<file path="config.mk">
export PLATFORM = sky130hd
export DESIGN_NAME = sbox_tbox_arbiter
export DESIGN_NICKNAME = d
export VERILOG_FILES = /design/src/rtl/sbox_tbox_arbiter.sv
export SDC_FILE = /design/constraint.sdc
export NUM_CORES = 1
export LEC_CHECK = 0
export BUFFER_PORTS_ARGS = -buffer_cell sky130_fd_sc_hd__buf_2
export CELL_PAD_IN_SITES_DETAIL_PLACEMENT = 1
export CELL_PAD_IN_SITES_GLOBAL_PLACEMENT = 2
export CORE_AREA = 3 3 287 289
export DETAILED_ROUTE_END_ITERATION = 8
export DIE_AREA = 0 0 290 292
export PLACE_DENSITY = 0.63
export SYNTH_ARGS = -nofsm -noshare
export SYNTH_HDL_FRONTEND = slang
export SYNTH_SLANG_ARGS = --single-unit
export TNS_END_PERCENT = 100
</file>
<file path="constraint.sdc">
create_clock -name clk -period 15.45 [get_ports clk]
set_clock_uncertainty 0.2 [all_clocks]
set_input_delay 1.545 -clock clk [delete_from_list [all_inputs] [get_ports clk]]
set_output_delay 1.545 -clock clk [all_outputs]
set_load 0.01 [all_outputs]
</file>
<file path="src/rtl/sbox_tbox_arbiter.sv">
// rtl/sbox_tbox_arbiter.sv - two-requester arbiter in front of a shared sbox/tbox lookup unit
//
// Shares one combinational column lookup unit between the key-schedule (ks_*)
// and round-datapath (rd_*) requesters. A single registered output stage holds
// the lookup result together with the identity of the requester that owns it.
//
// Parameters
//   WORD_W   column word width (4 bytes)
//   ENTRY_W  width of one combined sbox/tbox lookup entry
//
// Ports
//   clk, rst                     clock, asynchronous active-high reset
//   ks_req_valid/word/ready      key-schedule request handshake
//   ks_resp_valid/ready          key-schedule response handshake
//   rd_req_valid/word/ready      round-datapath request handshake
//   rd_resp_valid/ready          round-datapath response handshake
//   lu_word                      column word presented to the lookup unit
//   lu_words                     four lookup entries, entry 0 in the MSBs
//   resp_words                   registered lookup result shared by both requesters
//
// Configuration
//   SBOX_ARB_RR_EN  defined: round-robin grant; undefined: fixed priority KS over RD

module sbox_tbox_arbiter #(
    parameter int WORD_W  = 32,
    parameter int ENTRY_W = 80
) (
    input  logic                 clk,
    input  logic                 rst,

    input  logic                 ks_req_valid,
    input  logic [WORD_W-1:0]    ks_req_word,
    output logic                 ks_req_ready,
    output logic                 ks_resp_valid,
    input  logic                 ks_resp_ready,

    input  logic                 rd_req_valid,
    input  logic [WORD_W-1:0]    rd_req_word,
    output logic                 rd_req_ready,
    output logic                 rd_resp_valid,
    input  logic                 rd_resp_ready,

    output logic [WORD_W-1:0]    lu_word,
    input  logic [4*ENTRY_W-1:0] lu_words,
    output logic [4*ENTRY_W-1:0] resp_words
);

    localparam logic OWNER_KS = 1'b0;
    localparam logic OWNER_RD = 1'b1;

    // Output stage state
    logic                 out_valid_q,  out_valid_d;
    logic                 owner_q,      owner_d;
    logic [4*ENTRY_W-1:0] resp_words_q, resp_words_d;

    // Last word presented to the lookup unit, replayed when nobody is granted
    logic [WORD_W-1:0]    lu_word_q,    lu_word_d;

`ifdef SBOX_ARB_RR_EN
    // Requester that wins the next simultaneous request
    logic                 rr_ptr_q,     rr_ptr_d;
`endif

    logic owner_ready;
    logic stage_free;
    logic any_req;
    logic pick_rd;
    logic accept;
    logic ks_accept;
    logic rd_accept;

    // Grant evaluation
    always_comb begin
        owner_ready = (owner_q == OWNER_RD) ? rd_resp_ready : ks_resp_ready;
        // Draining the held response frees the stage in the same cycle, so a
        // new request can be accepted without a bubble.
        stage_free  = !out_valid_q || owner_ready;
        any_req     = ks_req_valid || rd_req_valid;
`ifdef SBOX_ARB_RR_EN
        pick_rd     = rd_req_valid && (!ks_req_valid || (rr_ptr_q == OWNER_RD));
`else
        pick_rd     = rd_req_valid && !ks_req_valid;
`endif
        // rst gates the accept so no ready is raised while reset is held,
        // even though the handshake inputs may already be active.
        accept      = !rst && stage_free && any_req;
        ks_accept   = accept && !pick_rd;
        rd_accept   = accept &&  pick_rd;
    end

    // Lookup unit drive
    always_comb begin
        if (rst) begin
            lu_word = '0;
        end else if (ks_accept) begin
            lu_word = ks_req_word;
        end else if (rd_accept) begin
            lu_word = rd_req_word;
        end else begin
            lu_word = lu_word_q;
        end
    end

    // Next-state logic
    always_comb begin
        out_valid_d  = out_valid_q;
        owner_d      = owner_q;
        resp_words_d = resp_words_q;
        lu_word_d    = lu_word;
`ifdef SBOX_ARB_RR_EN
        rr_ptr_d     = rr_ptr_q;
`endif
        if (accept) begin
            out_valid_d  = 1'b1;
            owner_d      = pick_rd ? OWNER_RD : OWNER_KS;
            resp_words_d = lu_words;
`ifdef SBOX_ARB_RR_EN
            // The grantee drops to lower priority for the next contest.
            rr_ptr_d     = pick_rd ? OWNER_KS : OWNER_RD;
`endif
        end else if (out_valid_q && owner_ready) begin
            // Drained with nothing behind it; data is kept, only valid drops.
            out_valid_d  = 1'b0;
        end
    end

    // State registers
    always_ff @(posedge clk or posedge rst) begin
        if (rst) begin
            out_valid_q  <= 1'b0;
            owner_q      <= OWNER_KS;
            resp_words_q <= '0;
            lu_word_q    <= '0;
        end else begin
            out_valid_q  <= out_valid_d;
            owner_q      <= owner_d;
            resp_words_q <= resp_words_d;
            lu_word_q    <= lu_word_d;
        end
    end

`ifdef SBOX_ARB_RR_EN
    always_ff @(posedge clk or posedge rst) begin
        if (rst) begin
            rr_ptr_q <= OWNER_KS;
        end else begin
            rr_ptr_q <= rr_ptr_d;
        end
    end
`endif

    // Outputs
    always_comb begin
        ks_req_ready  = ks_accept;
        rd_req_ready  = rd_accept;
        ks_resp_valid = out_valid_q && (owner_q == OWNER_KS);
        rd_resp_valid = out_valid_q && (owner_q == OWNER_RD);
        resp_words    = resp_words_q;
    end

endmodule

</file>
==> run metrics, run 1 <==
Critical R2R Launch owner_q; clk_lat worst skew 0.55 ns; first-pass GRT wire length 69280 um; kind of cell adding the most delay to the critical path buffers and inverters; pre-CTS setup slack 9.964 ns; Critical Path Source Type input pin; htree depth 2; Power, Total around 2.9 mW; hold crit path type reg2reg; Clk pin slew, worst setup/hold paths 0.05 ns; DR iter-0 viols 217; area of the multi-input gates 4456 um^2; synth warn 0; Max Clk Rate 0.1866 GHz; layout cells sized above 1 70.66%; multiplexer share of the synthesized area 31.04%; # placed instances about 2.6k; flops & latches, synth 354; clock root cell clkbuf_16; post-route ant nets 0; crit path DAT around 3.6 ns; worst-case clock buffer depth 3; Detail Placement HPWL roughly 36000 um; setup TNS 0 ns; Crit Reg-Reg Endpoint resp_words[159]; worst hold start resp_words[231]; Port-buffer cells between 700 and 800; P per Cell Area between 100 and 150 nW/um^2; Cells after Synth 830; outcome complete, no violations; Die Footprint 84680 um^2; CTS Hold Bufs 0; synthesized area per cell roughly 17 um^2; most frequent cells in the layout 745 x buf_2, 354 x dfrtp_1, 320 x mux2_2, 66 x mux2i_1, 44 x clkbuf_16; final hold violations 0; I/O pin count approximately 750; area delta synth->final 44.28%; routed len/inst 17.37 um; minimum clock period 5.359 ns; drc violations 0; Leakage 9.672 nW; sequential-to-total area share from yosys stat between 60% and 70%; die width a little under 300 um; clock buffer count from CTS 43; Die H between 200 and 300 um; final cell count without fillers between 2k and 3k; Yosys cell types 17; number of max-cap violations 0; Routed Wire Length 46520 um; Post-Synth XOR/XNOR Area 0%; grt total ovfl 0; Total GRT Usage 10.45%; Fill cells 9096; Worst Path Required roughly 14 ns; CP Class in2out; Slew Viols, Final 0; commonest non-fill, non-tap cell in the layout buf_2; CP Buf/Inv Count 4; RSZ-0062 raised after global routing false; DR vias 9804; Compound-Gate Fraction of Synth Area less than 1%; # nets final 1970; final instance area ~20000 um^2; crit end category output port; pin count of the biggest net entering global routing 157; Clock Sinks 354; Crit path depth 6; simple-gate share of the synthesized area 1.139%; Storage cell area slightly below 9000 um^2; worst setup path start rst; Avg Vias per Cell 3.660; row count 104; RePlAce Congestion 0.8077; TritonCTS clock tree built; final worst slack 10.09 ns; Post-Synth Adder-Cell Area 0%; Worst Tran Pin Value 1.179 ns; mapped cell area approximately 14000 um^2; CP Capture Point lu_word[31]; Post-CTS Setup Bufs 0; Max FO, Critical Path 109; largest family of logic cells by synthesized area multiplexers; Final setup viols 0; initial antenna violation count 10; number of detailed-route iterations in the first pass 4; CP max-delay cell buf_4; final critical-path share of the clock period a little over a third; vias in the first global route 11.24k; Post-CTS Resized 0; crit-path cells buf_2, inv_8, buf_4, nand2_1, mux2i_1, buf_2; area post-placement 18450 um^2; Max-slew headroom 21.41%; Worst Reg-to-Reg Cells 4; initial core utilization 17.14%; Max IR drop VDD 0.00008186 V; core area 80160 um^2; syn_nets about 1.2k; Worst R2R Setup Slack 12.63 ns; Crit path top cell by count buf_2; critical path's largest stage delay approximately 0.8 ns
-- final cells by class --
| class | instances | share of cell area [%] |
|---|---|---|
| Inverter | 2 | 0.07576 |
| Multi-Input combinational cell | 428 | 22.48 |
| Sequential cell | 354 | 44.70 |
| Antenna cell | 7 | 0.08839 |
| Clock inverter | 14 | 0.5745 |
| Tap cell | 1060 | 6.692 |
| Clock buffer | 63 | 6.219 |
| Timing Repair Buffer | 751 | 19.17 |
-- state kept, by name (all words and copies together) (netlist names) --
signal       count
resp_words     320
lu_word_q       32
out_valid_q      1
owner_q          1
-- routing by layer --
metal	vias to the layer above	global-route usage, %	wire length [um]
met3	78	3.826	3863
met2	441	19.81	25300
met1	4842	10.37	16040
met5	-	0	34
li1	4439	-	-
met4	4	3.836	1282
-- worst min path at each step --
stage	to	depth (start not counted)
4_1_cts	resp_words[26]	1
3_5_place_dp	resp_words[231]	1
2_1_floorplan	out_valid_q	2
5_1_grt	resp_words[290]	1
3_3_place_gp	resp_words[221]	1
6_report	resp_words[231]	1
-- where the power goes --
part	total, mW	switching, mW	internal, mW	leakage [nW]
clock network	0.968	0.398	0.569	0.670
registers	1.23	0.102	1.13	4.19
logic	0.708	0.356	0.352	4.82
total	2.91	0.857	2.05	9.67
-- logic make-up (layout without fill, tap and decap cells) --
logic type / count (synthesis) / after routing
muxes: 386 / 386
DFF: 354 / 354
buffers and inverters: 48 / 830
and+or+nand+nor: 39 / 39
AOI/OAI and AO/OA: 3 / 3
other: 0 / 7
-- worst reg2reg max path, cell delays in order (launching register included) --
cell and delay [ns]:
dfrtp_1 0.42, mux2i_1 0.22, a21oi_4 0.56, buf_12 0.55
mux2_2 0.76
-- stage by stage --
step | util [%] | hold WS, ns
after floorplan | - | 0.3244
after global placement | 23.02 | 0.2839
after detailed placement | 23.02 | 0.2899
after CTS | 24.70 | 0.3025
after global routing | 24.72 | 0.3105
final | 24.72 | 0.2995
-- cells in the mapped netlist, drive strengths merged --
cell    count  area, um^2
and2        1       6.260
inv         1       3.750
nor2b       1       6.260
a21o        1       7.510
nand2b      1       6.260
nand2      34       127.6
mux2      320        3603
a21oi       1       8.760
o21bai      1       7.510
and3        1       6.260
buf        42       410.4
clkbuf      4       15.01
nor2        1       3.750
dfrtp     354        8859
mux2i      66       660.6
clkinv      1       3.750
Power figures use the tool's default switching activity.
==> run 2, diff against run 1 <==
--- a/config.mk
+++ b/config.mk
@@ -5,13 +5,14 @@
 export SDC_FILE = /design/constraint.sdc
 export NUM_CORES = 1
 export LEC_CHECK = 0
+export ABC_AREA = 1
 export BUFFER_PORTS_ARGS = -buffer_cell sky130_fd_sc_hd__buf_2
 export CELL_PAD_IN_SITES_DETAIL_PLACEMENT = 1
 export CELL_PAD_IN_SITES_GLOBAL_PLACEMENT = 2
-export CORE_AREA = 3 3 287 289
+export CORE_AREA = 3 3 293 295
 export DETAILED_ROUTE_END_ITERATION = 8
-export DIE_AREA = 0 0 290 292
-export PLACE_DENSITY = 0.63
+export DIE_AREA = 0 0 296 298
+export PLACE_DENSITY = 0.7
 export SYNTH_ARGS = -nofsm -noshare
 export SYNTH_HDL_FRONTEND = slang
 export SYNTH_SLANG_ARGS = --single-unit
==> constraint.sdc (replaced) <==
create_clock -name clk -period 4.9 [get_ports clk]
set_clock_uncertainty 0.2 [all_clocks]
set_input_delay 0.49 -clock clk [delete_from_list [all_inputs] [get_ports clk]]
set_output_delay 0.49 -clock clk [all_outputs]
set_load 0.01 [all_outputs]
==> run metrics, run 2 <==
asr flop ratio synth 100.0% (unchanged); initial core utilization 17.38% (+0.24 points); Fill cells 9968 (+9.6%); mapped cell area 14500 um^2 (+5.5%); minimum clock period 3.604 ns; row count 106 (+1.9%); worst hold start lu_words[245]; leading area contributor after synthesis dfrtp_1; max FFs per register 320 (unchanged); most frequent cells in the layout 745 x buf_2, 708 x nand2_1, 354 x dfrtp_1, 352 x nand3_1, 311 x dlygate4sd3_1; Worst Path Required 4.21 ns (-9.50 ns); routed len/inst 18.31 um (+5.5%); CP Class in2out; hold crit path type in2reg; pre-CTS setup slack 1.859 ns (-8.105 ns); core area 83420 um^2 (+4.1%); number of detailed-route iterations in the first pass 4 (unchanged); synthesized area per cell 8.749 um^2 (-47%); Routed Wire Length 68880 um (+48%); sequential-to-total area share from yosys stat 61.10% (-3.4 points); final critical-path share of the clock period 73.56%; Worst Reg-to-Reg Cells 7 (+3); top_reg_cell synth dfrtp_1; flops & latches, synth 354 (unchanged); RSZ-0062 raised after global routing false; post-route ant nets 0 (unchanged); setup TNS 0 ns (unchanged); Cells after Synth 1657 (+100%); grt total ovfl 0 (unchanged); M2 GR Usage 26.24% (+6.4 points); clock root cell clkbuf_16; # nets final 3035 (+54%); syn_nets 2047 (+68%); RePlAce Congestion 0.8058 (-0.24%); Storage cell area 8859 um^2 (unchanged); commonest non-fill, non-tap cell in the layout buf_2; initial antenna violation count 21 (+11); TritonCTS clock tree built; Leakage 13.03 nW (+35%); CP max-delay cell buf_12; pin count of the biggest net entering global routing 171 (+8.9%); drc violations 0 (unchanged); worst setup path start rst; first-pass GRT wire length 103800 um (+50%); Total GRT Usage 14.97% (+4.5 points); final hold violations 0 (unchanged); Worst R2R Setup Slack 2.01 ns (-10.62 ns); crit path DAT 2.91 ns (-0.70 ns); Max-slew headroom 22.18% (+0.77 points); Detail Placement HPWL 46210 um (+29%); crit end category output port; met1 usage 17.18% (+6.8 points); count leader, synth nand2_1; die width 296 um (+2.1%); Worst Tran Pin Value 1.167 ns (-0.01157 ns); Critical R2R Launch owner_q; critical path's largest stage delay 0.60 ns (-0.20 ns); Synth top area share 61.10% (-3.4 points); P per Cell Area 517.4 nW/um^2 (+250%); final worst slack 1.296 ns (-8.795 ns); Post-CTS Resized 0 (unchanged); Crit path top cell by count buf_2; worst-case clock buffer depth 3 (unchanged); Die Footprint 88210 um^2 (+4.2%); area of the multi-input gates 4900 um^2 (+10%); DR iter-0 viols 748 (+240%); crit-path cells dlygate4sd3_1, buf_2, nor2_4, buf_12, nand4_1, nand3_1, nand2_1, inv_1, buf_2; Crit Reg-Reg Endpoint resp_words[303]; M3 GR Usage 4.562% (+0.74 points); commonest cells in the netlist 708 x nand2_1, 354 x dfrtp_1, 352 x nand3_1; Post-synth EDFFs 0 (unchanged); clk_lat worst skew 0.56 ns (about the same); clock buffer count from CTS 45 (+4.7%); area delta synth->final 64.37%; Yosys cell types 17 (unchanged); final core occ 28.56% (+3.8 points); Port-buffer cells 745 (unchanged); DR vias 15.72k (+60%); synth warn 0 (unchanged); Max IR drop VDD 0.0003491 V (+330%); most used routing layer met2; layout cells sized above 1 31.38% (-39 points); Die H 298 um (+2.1%); CP Capture Point lu_word[15]; top post-synthesis cells by area dfrtp_1 61%, nand2_1 18%, nand3_1 12%, nand4_1 2.8%, buf_2 2.7%; Final setup viols 0 (unchanged); Clk pin slew, worst setup/hold paths 0.06 ns (about the same); Post-CTS Setup Bufs 0 (unchanged); Avg Vias per Cell 4.180 (+14%); Clock Sinks 354 (unchanged); I/O pin count 746 (unchanged); Max Clk Rate 0.2774 GHz; outcome complete, no violations; vias in the first global route 16.98k (+51%); htree depth 2 (unchanged); Slew Viols, Final 0 (unchanged); Critical Path Source Type input pin; Max FO, Critical Path 165 (+51%); number of max-cap violations 0 (unchanged)
run 2: cell types whose count changed in the layout (fill, tap and decap cells not counted), sizes merged, moves of 64 or more:
| cell | delta |
|---|---|
| nand2 | +675 |
| mux2i | -66 |
| nand4 | +64 |
| mux2 | -320 |
| nand3 | +353 |
| dlygate4sd3 | +311 |
run 2: logic make-up (layout without fill, tap and decap cells):
kind of cell,count (synthesis),in the layout,share of synthesized area [%]
AOI/OAI and AO/OA,1,1,0.03449
buffers and inverters,170,1187,5.282
DFF,354,354,61.10
other,0,7,0
and+or+nand+nor,1132,1132,33.58
run 2: report_power, final:
part	switching, mW	internal (mW)	leakage, nW
logic	2.71	1.56	7.88
clock network	1.35	2.09	0.747
registers	0.620	3.99	4.40
run 2: cell type report:
cell class,instances,share of cell area (%)
Clock buffer,65,5.765
Clock inverter,11,0.6143
Timing Repair Buffer,1073,29.51
Tap cell,1080,5.671
Antenna cell,7,0.07351
Inverter,38,0.6301
Multi-Input combinational cell,1133,20.56
Sequential cell,354,37.18
run 2: through the flow:
step	total power [mW]	instance area, um^2	cells	hold WS, ns
final	12.33	23830	3761	0.03641
after global routing	13.19	23820	3758	0.01323
after CTS	12.53	23810	3754	0.002552
after detailed placement	8.771	19180	3367	0.2532
after global placement	8.624	19180	3367	0.2482
after floorplan	6.682	14500	1657	0.3086
run 2: worst min-delay path by stage:
stage	cells past startpoint	slack, ns	end
after floorplan	2	0.31	resp_words[0]
after detailed placement	2	0.25	resp_words[58]
final	3	0.04	resp_words[245]
after global routing	3	0.01	resp_words[245]
after global placement	2	0.25	resp_words[274]
after CTS	3	0.003	resp_words[245]
run 2: per-layer routing:
| metal | vias up | wire [um] |
|---|---|---|
| li1 | 7336 | - |
| met2 | 539 | 34260 |
| met3 | 135 | 5296 |
| met1 | 7692 | 26960 |
| met4 | 20 | 2242 |
| met5 | - | 115 |
run 2: timing repair:
item | 4_1_cts | 5_1_grt
setup endpoints to repair | 0 | 0
hold endpoints to repair | 387 | 0
hold buffers | 311 | 0
run 2: worst max-delay path, delay by kind of cell:
family	cells	cell delay, ns
buffers and inverters	5	1.62
and+or+nand+nor	4	0.64
